$ cat config.mk
export PLATFORM = sky130hd
export DESIGN_NAME = ram_scanner_flat
export DESIGN_NICKNAME = d
export VERILOG_FILES = /design/src/rtl/ram_scanner_pkg.sv /design/src/rtl/ram_scanner_if.sv /design/src/rtl/ram_scanner_scan_counter.sv /design/src/rtl/ram_scanner.sv /design/src/flat_wrapper.sv
export SDC_FILE = /design/constraint.sdc
export NUM_CORES = 1
export LEC_CHECK = 0
export CAP_MARGIN = 10
export CORE_MARGIN = 4
export CORE_UTILIZATION = 33
export DETAILED_ROUTE_END_ITERATION = 12
export PLACE_DENSITY = 0.51
export SKIP_LAST_GASP = 1
export SLEW_MARGIN = 20
export SYNTH_ARGS = -nofsm -noshare
export SYNTH_HDL_FRONTEND = slang
export SYNTH_SLANG_ARGS = --single-unit
$ cat constraint.sdc
create_clock -name CLOCK_50 -period 2.35 [get_ports CLOCK_50]
set_input_delay 0.47 -clock CLOCK_50 [delete_from_list [all_inputs] [get_ports CLOCK_50]]
set_output_delay 0.47 -clock CLOCK_50 [all_outputs]
set_load 0.005 [all_outputs]
$ cat src/rtl/ram_scanner_pkg.sv
// ram_scanner_pkg
// Shared definitions for the colour-RAM scanner: grid geometry, colour
// constants, the {x, y} address packing helper and the scanner FSM encoding.
package ram_scanner_pkg;

    localparam int GRID_W = 160;
    localparam int GRID_H = 120;
    localparam int X_W    = 8;
    localparam int Y_W    = 7;
    localparam int ADDR_W = X_W + Y_W;
    localparam int COL_W  = 3;

    localparam logic [COL_W-1:0] COL_EMPTY   = 3'b000;
    localparam logic [COL_W-1:0] COL_PLAYER1 = 3'b100;
    localparam logic [COL_W-1:0] COL_PLAYER2 = 3'b001;

    typedef enum logic [1:0] {
        S_IDLE  = 2'd0,
        S_SCAN  = 2'd1,
        S_DRAIN = 2'd2,
        S_DONE  = 2'd3
    } scan_state_e;

    // RAM address layout used by every client of the colour RAM.
    function automatic logic [ADDR_W-1:0] pack_addr(input logic [X_W-1:0] px,
                                                    input logic [Y_W-1:0] py);
        return {px, py};
    endfunction

endpackage

$ cat src/rtl/ram_scanner_if.sv
// ram_scanner_if
// Arbitrated colour-RAM read port.
//   bus_req  : client -> arbiter, client wants the port
//   bus_gnt  : arbiter -> client, port owned this cycle
//   address  : client -> RAM, {x, y}
//   q        : RAM -> client, read data
// Handshake: a read is issued on every rising edge where bus_req and bus_gnt
// are both high; the client must hold address stable while bus_req is high
// and bus_gnt is low. q carries the data for that read in the following
// cycle. Neither side may make bus_gnt depend on anything but bus_req.
interface ram_scanner_if;

    logic        bus_req;
    logic        bus_gnt;
    logic [14:0] address;
    logic [2:0]  q;

    modport master (
        output bus_req,
        output address,
        input  bus_gnt,
        input  q
    );

    modport slave (
        input  bus_req,
        input  address,
        output bus_gnt,
        output q
    );

endinterface

$ cat src/rtl/ram_scanner_scan_counter.sv
// ram_scanner_scan_counter
// Raster x/y counter for the scanner. Advances x on en, wrapping to the next
// row at the end of each row, and back to (0,0) after the last cell.
//   CLOCK_50, reset : clock, async active-high reset
//   en              : advance one cell
//   clr             : synchronous return to (0,0)
//   cx, cy          : current cell
//   last            : current cell is (GRID_W-1, GRID_H-1)
module ram_scanner_scan_counter #(
    parameter int GRID_W = 160,
    parameter int GRID_H = 120
) (
    input  logic       CLOCK_50,
    input  logic       reset,
    input  logic       en,
    input  logic       clr,
    output logic [7:0] cx,
    output logic [6:0] cy,
    output logic       last
);

    localparam logic [7:0] X_LAST = 8'(GRID_W - 1);
    localparam logic [6:0] Y_LAST = 7'(GRID_H - 1);

    assign last = (cx == X_LAST) && (cy == Y_LAST);

    always_ff @(posedge CLOCK_50 or posedge reset) begin
        if (reset) begin
            cx <= '0;
            cy <= '0;
        end else if (clr) begin
            cx <= '0;
            cy <= '0;
        end else if (en) begin
            if (cx == X_LAST) begin
                cx <= '0;
                cy <= (cy == Y_LAST) ? 7'd0 : cy + 7'd1;
            end else begin
                cx <= cx + 8'd1;
            end
        end
    end

endmodule

$ cat src/rtl/ram_scanner.sv
// ram_scanner
// Sweeps the 160x120 colour RAM in row-major order on each start pulse and
// emits one plot strobe per cell (x, y, colour) to the VGA adapter. The RAM
// port is shared with other clients through the bus_req/bus_gnt handshake.
//   CLOCK_50, reset : clock, async active-high reset
//   start           : begin a sweep (only honoured in IDLE)
//   bus             : arbitrated RAM read port (master side)
//   x, y, colour    : plot coordinates and colour
//   plot            : one-cycle strobe per plotted cell
//   busy            : sweep in progress (any state but IDLE)
//   frame_done      : one-cycle pulse at the end of the sweep
//   state_dbg       : current FSM state encoding
module ram_scanner #(
    parameter int GRID_W     = ram_scanner_pkg::GRID_W,
    parameter int GRID_H     = ram_scanner_pkg::GRID_H,
    parameter bit SKIP_BLANK = 1'b0
) (
    input  logic                CLOCK_50,
    input  logic                reset,
    input  logic                start,
    ram_scanner_if.master       bus,
    output logic [7:0]          x,
    output logic [6:0]          y,
    output logic [2:0]          colour,
    output logic                plot,
    output logic                busy,
    output logic                frame_done,
    output logic [1:0]          state_dbg
);

    import ram_scanner_pkg::*;

    scan_state_e state, state_nxt;

    logic       issue;
    logic       last_cell;
    logic [7:0] cx;
    logic [6:0] cy;

    // Pipeline stage 1: tag of the read whose data arrives on q this cycle.
    logic       s1_valid;
    logic [7:0] s1_x;
    logic [6:0] s1_y;

    assign issue     = (state == S_SCAN) && bus.bus_gnt;
    assign state_dbg = state;

    ram_scanner_scan_counter #(
        .GRID_W (GRID_W),
        .GRID_H (GRID_H)
    ) u_scan_counter (
        .CLOCK_50 (CLOCK_50),
        .reset    (reset),
        .en       (issue),
        .clr      (state == S_IDLE),
        .cx       (cx),
        .cy       (cy),
        .last     (last_cell)
    );

    always_ff @(posedge CLOCK_50 or posedge reset) begin
        if (reset) begin
            state <= S_IDLE;
        end else begin
            state <= state_nxt;
        end
    end

    always_comb begin
        state_nxt   = state;
        bus.bus_req = 1'b0;
        bus.address = '0;
        busy        = 1'b1;
        frame_done  = 1'b0;
        case (state)
            S_IDLE: begin
                busy = 1'b0;
                if (start) begin
                    state_nxt = S_SCAN;
                end
            end
            S_SCAN: begin
                bus.bus_req = 1'b1;
                bus.address = pack_addr(cx, cy);
                if (issue && last_cell) begin
                    state_nxt = S_DRAIN;
                end
            end
            S_DRAIN: begin
                // Once stage 1 is empty, the last plot (if any) is being
                // shown this cycle and stage 2 empties at the same edge, so
                // frame_done lands in the cycle right after the last plot.
                if (!s1_valid) begin
                    state_nxt = S_DONE;
                end
            end
            S_DONE: begin
                frame_done = 1'b1;
                state_nxt  = S_IDLE;
            end
            default: begin
                state_nxt = S_IDLE;
            end
        endcase
    end

    always_ff @(posedge CLOCK_50 or posedge reset) begin
        if (reset) begin
            s1_valid <= 1'b0;
            s1_x     <= '0;
            s1_y     <= '0;
            x        <= '0;
            y        <= '0;
            colour   <= '0;
            plot     <= 1'b0;
        end else begin
            s1_valid <= issue;
            if (issue) begin
                s1_x <= cx;
                s1_y <= cy;
            end
            // Stage 2: coordinates and colour always follow a valid read;
            // only the strobe is suppressed for blank cells.
            plot <= s1_valid && (!SKIP_BLANK || (bus.q != COL_EMPTY));
            if (s1_valid) begin
                x      <= s1_x;
                y      <= s1_y;
                colour <= bus.q;
            end
        end
    end

endmodule
$ cat src/flat_wrapper.sv
// flat-port wrapper written by rule: the top's interface ports become plain ports
module ram_scanner_flat import ram_scanner_pkg::*;
#(
    parameter int GRID_W     = ram_scanner_pkg::GRID_W,
    parameter int GRID_H     = ram_scanner_pkg::GRID_H,
    parameter bit SKIP_BLANK = 1'b0
)
  (CLOCK_50, reset, start, x, y, colour, plot, busy, frame_done, state_dbg, bus_bus_req, bus_address, bus_bus_gnt, bus_q);
  ram_scanner_if bus_i ();
  input  logic CLOCK_50;
  input  logic reset;
  input  logic start;
  output logic [7:0] x;
  output logic [6:0] y;
  output logic [2:0] colour;
  output logic plot;
  output logic busy;
  output logic frame_done;
  output logic [1:0] state_dbg;
  output wire logic [$bits(bus_i.bus_req)-1:0] bus_bus_req;
  output wire logic [$bits(bus_i.address)-1:0] bus_address;
  input wire logic [$bits(bus_i.bus_gnt)-1:0] bus_bus_gnt;
  input wire logic [$bits(bus_i.q)-1:0] bus_q;
  assign bus_bus_req = bus_i.bus_req;
  assign bus_address = bus_i.address;
  assign bus_i.bus_gnt = bus_bus_gnt;
  assign bus_i.q = bus_q;
  ram_scanner #(.GRID_W(GRID_W), .GRID_H(GRID_H), .SKIP_BLANK(SKIP_BLANK)) u_core (.CLOCK_50(CLOCK_50), .reset(reset), .start(start), .bus(bus_i), .x(x), .y(y), .colour(colour), .plot(plot), .busy(busy), .frame_done(frame_done), .state_dbg(state_dbg));
endmodule
==> results.json <==
{
  "initialDrtViolationCount": 60,
  "coreArea_mm2": 0.00687,
  "powerDensity_mw_per_mm2": 789,
  "netlist.area_leader.share_pct": 55.1,
  "path_clk_slew_ps": 100,
  "netlist.top_cell.by_area": "dfrtp_1",
  "dp_cells": 361,
  "final_cells": 370,
  "max_slew_margin_pct": 59.5,
  "cts_tree": "yes",
  "syn_area_mm2": 0.00236,
  "final_core_util_pct": 44.9,
  "htreeDepth": 2,
  "yosysSeqAreaShare_pct": 55.1,
  "min-delay-path-class": "input pin to asynchronous set/reset pin",
  "dp_hpwl_mm": 3.65,
  "maxSlewViolCount": 0,
  "pwr-share-seq_pct": 44.5,
  "synthArstFlopShare_pct": 100,
  "fp.dieW_um": 92.6,
  "grt_usage_pct": 13.4,
  "stdcell_area_mm2": 0.00308,
  "tns_ps": 0,
  "finalCritPeriodShare_pct": 97.4,
  "cp_data_required_time_ps": 1880,
  "grt_max_degree": 35,
  "start_util_pct": 34.4,
  "p_comb_share_pct": 30.5,
  "status": "finished, final reports clean",
  "p_leak_uw": 0.00144,
  "synth.area.top_cells": "dfrtp_1, mux2_2, nand2_1",
  "synth_seq_cells": 52,
  "setup_viol_count_final": 0,
  "port_buffers": 45,
  "grt_pass1_vias": 1792,
  "finalCriticalPeriod_ps": 2290,
  "p_sw_uw": 735,
  "criticalPathCategory": "register to primary output",
  "clkSinkCount": 52,
  "die_area_mm2": 0.00857,
  "pwr-share-clk_pct": 25.0,
  "clock.fmax_mhz": 437,
  "ys_warn_count": 0,
  "layout_common_cells": "nand2_1, dfrtp_1, clkdlybuf4s50_1",
  "firstDrtPassIters": 4,
  "fp.dieH_um": 92.6,
  "gp_congestion": 0.853,
  "rsz0062_at_grt": "yes",
  "cts_root_buffer": "clkbuf_8",
  "grt_pass1_wl_mm": 9.12,
  "cp_max_fo": 16,
  "antenna_cells": 0,
  "grt_overflow": 0,
  "mostFrequentLayoutCell": "nand2_1",
  "hold_viol_final": 0,
  "clock-skew-final_ps": 8.11,
  "synth_edf_count": 0,
  "num_vias": 1745,
  "tightest_slew_ps": 608,
  "rows": 30,
  "synth_nets": 235,
  "nets": 286,
  "place_area_mm2": 0.00297,
  "layout-drive-gt1-share_pct": 15.0,
  "crit_arrival_ps": 1820,
  "pin_count": 46,
  "start_kind": "register",
  "route.detailed.drc": 0,
  "vias_per_cell": 4.72,
  "ir_drop_mv": 0.560,
  "cts_max_path_buffers": 2,
  "areaGrowthSynthToFinish_pct": 30.6,
  "sw_frac_of_total_pct": 30.2,
  "wirelength_mm": 5.25,
  "syn-mean-instance-area_um2": 10.6,
  "cp-end-kind": "primary output",
  "ys.flop_type": "dfrtp_1",
  "netlist_instances": 222,
  "ant_nets": 0,
  "internal_power_uw": 1700,
  "wl_per_cell_um": 14.2,
  "antenna_found_initial": 0,
  "clock_latency_ps": 300,
  "cap_violations": 0,
  "n_fill_cell": 659,
  "cts_buffers": 5,
  "post_synth_num_cell_types": 35
}
-- routing by layer --
layer  part of all wire, %  vias to the layer above  track usage [%]
li1                      -                      845                -
met1                    48                      855             17.8
met2                    46                       38             21.1
met3                   5.0                        7             3.66
met4                   1.4                        0             4.21
met5                     0                        -                0
-- final timing paths --
kind	depth (start not counted)	end	slack, ps	startpoint
setup / recovery	5	bus_address[0]	60	u_core.state_dbg[1]
hold / removal	2	u_core.y[6]	470	reset
setup reg to reg	8	u_core.u_scan_counter.cy[4]	380	u_core.state_dbg[1]
hold reg to reg	2	u_core.s1_x[1]	480	u_core.s1_x[1]
max in group asynchronous	3	u_core.x[4]	1350	reset
min in group CLOCK_50	2	u_core.s1_x[1]	480	u_core.s1_x[1]
-- power by group through the flow --
stage	clock network [µW]	registers, µW	logic (µW)
floorplan	0	1080	373
global route	662	1100	821
detailed placement	0	1110	733
CTS	633	1090	740
global placement	0	1100	731
finish	609	1080	741
-- sequential cells by signal (all words and copies together) (netlist names) --
register,cells
u_core.plot,1
u_core.x,8
u_core.u_scan_counter.cx,8
u_core.s1_valid,1
u_core.s1_x,8
u_core.s1_y,7
u_core.state_dbg,2
u_core.colour,3
u_core.y,7
u_core.u_scan_counter.cy,7
-- final cells by class --
cell class	instances	area, µm²	share of cell area (%)
Multi-Input combinational cell	154	985	31.9
Sequential cell	52	1300	42.2
Inverter	5	18.8	0.609
Clock buffer	6	72.6	2.35
Clock inverter	2	35.0	1.14
Timing Repair Buffer	55	551	17.9
Tap cell	96	120	3.90
-- synthesized netlist by cell type (all sizes together) (2+ instances only) --
cell type	count
a21oi	8
and2	15
and3	3
and3b	2
and4	2
buf	7
clkbuf	4
dfrtp	52
ha	6
inv	5
mux2	19
nand2	56
nand3	5
nand4	5
nor2	8
nor3	4
nor3b	2
o21ai	3
xnor2	2
xor2	4
-- worst max-delay path: stages, from the launching register on --
cell	delay, ps
dfrtp_1	410
inv_1	90
ha_2	230
buf_12	150
and2_1	140
clkdlybuf4s50_1	500
-- logic make-up (layout without fill, tap and decap cells) --
family	after synthesis	count (layout)	synth area share [%]
DFF	52	52	55.1
buffers and inverters	16	68	3.23
xor gates and xnor gates	6	6	2.23
AOI/OAI and AO/OA	17	17	4.56
and+or+nand+nor	106	106	22.6
adders and majority gates	6	6	3.18
muxes	19	19	9.07
-- metrics by stage --
step           hold slack [ps]  total power [µW]  setup WS (ps)
6_report                   475              2430           61.7
5_1_grt                    502              2580          -32.8
4_1_cts                    486              2460           4.60
3_5_place_dp               463              1840            294
3_3_place_gp               455              1840            352
2_1_floorplan              349              1450            586
-- timing repair --
item | in CTS | in global routing
setup endpoints to repair | 13 | 13
pin swaps | 0 | 0
hold endpoints to repair | 0 | 0
gates resized for setup | 1 | 0
hold buffers | 0 | 0
setup buffers | 0 | 1
cloned | 0 | 0
Note: power is estimated with default switching activity, not from simulation.
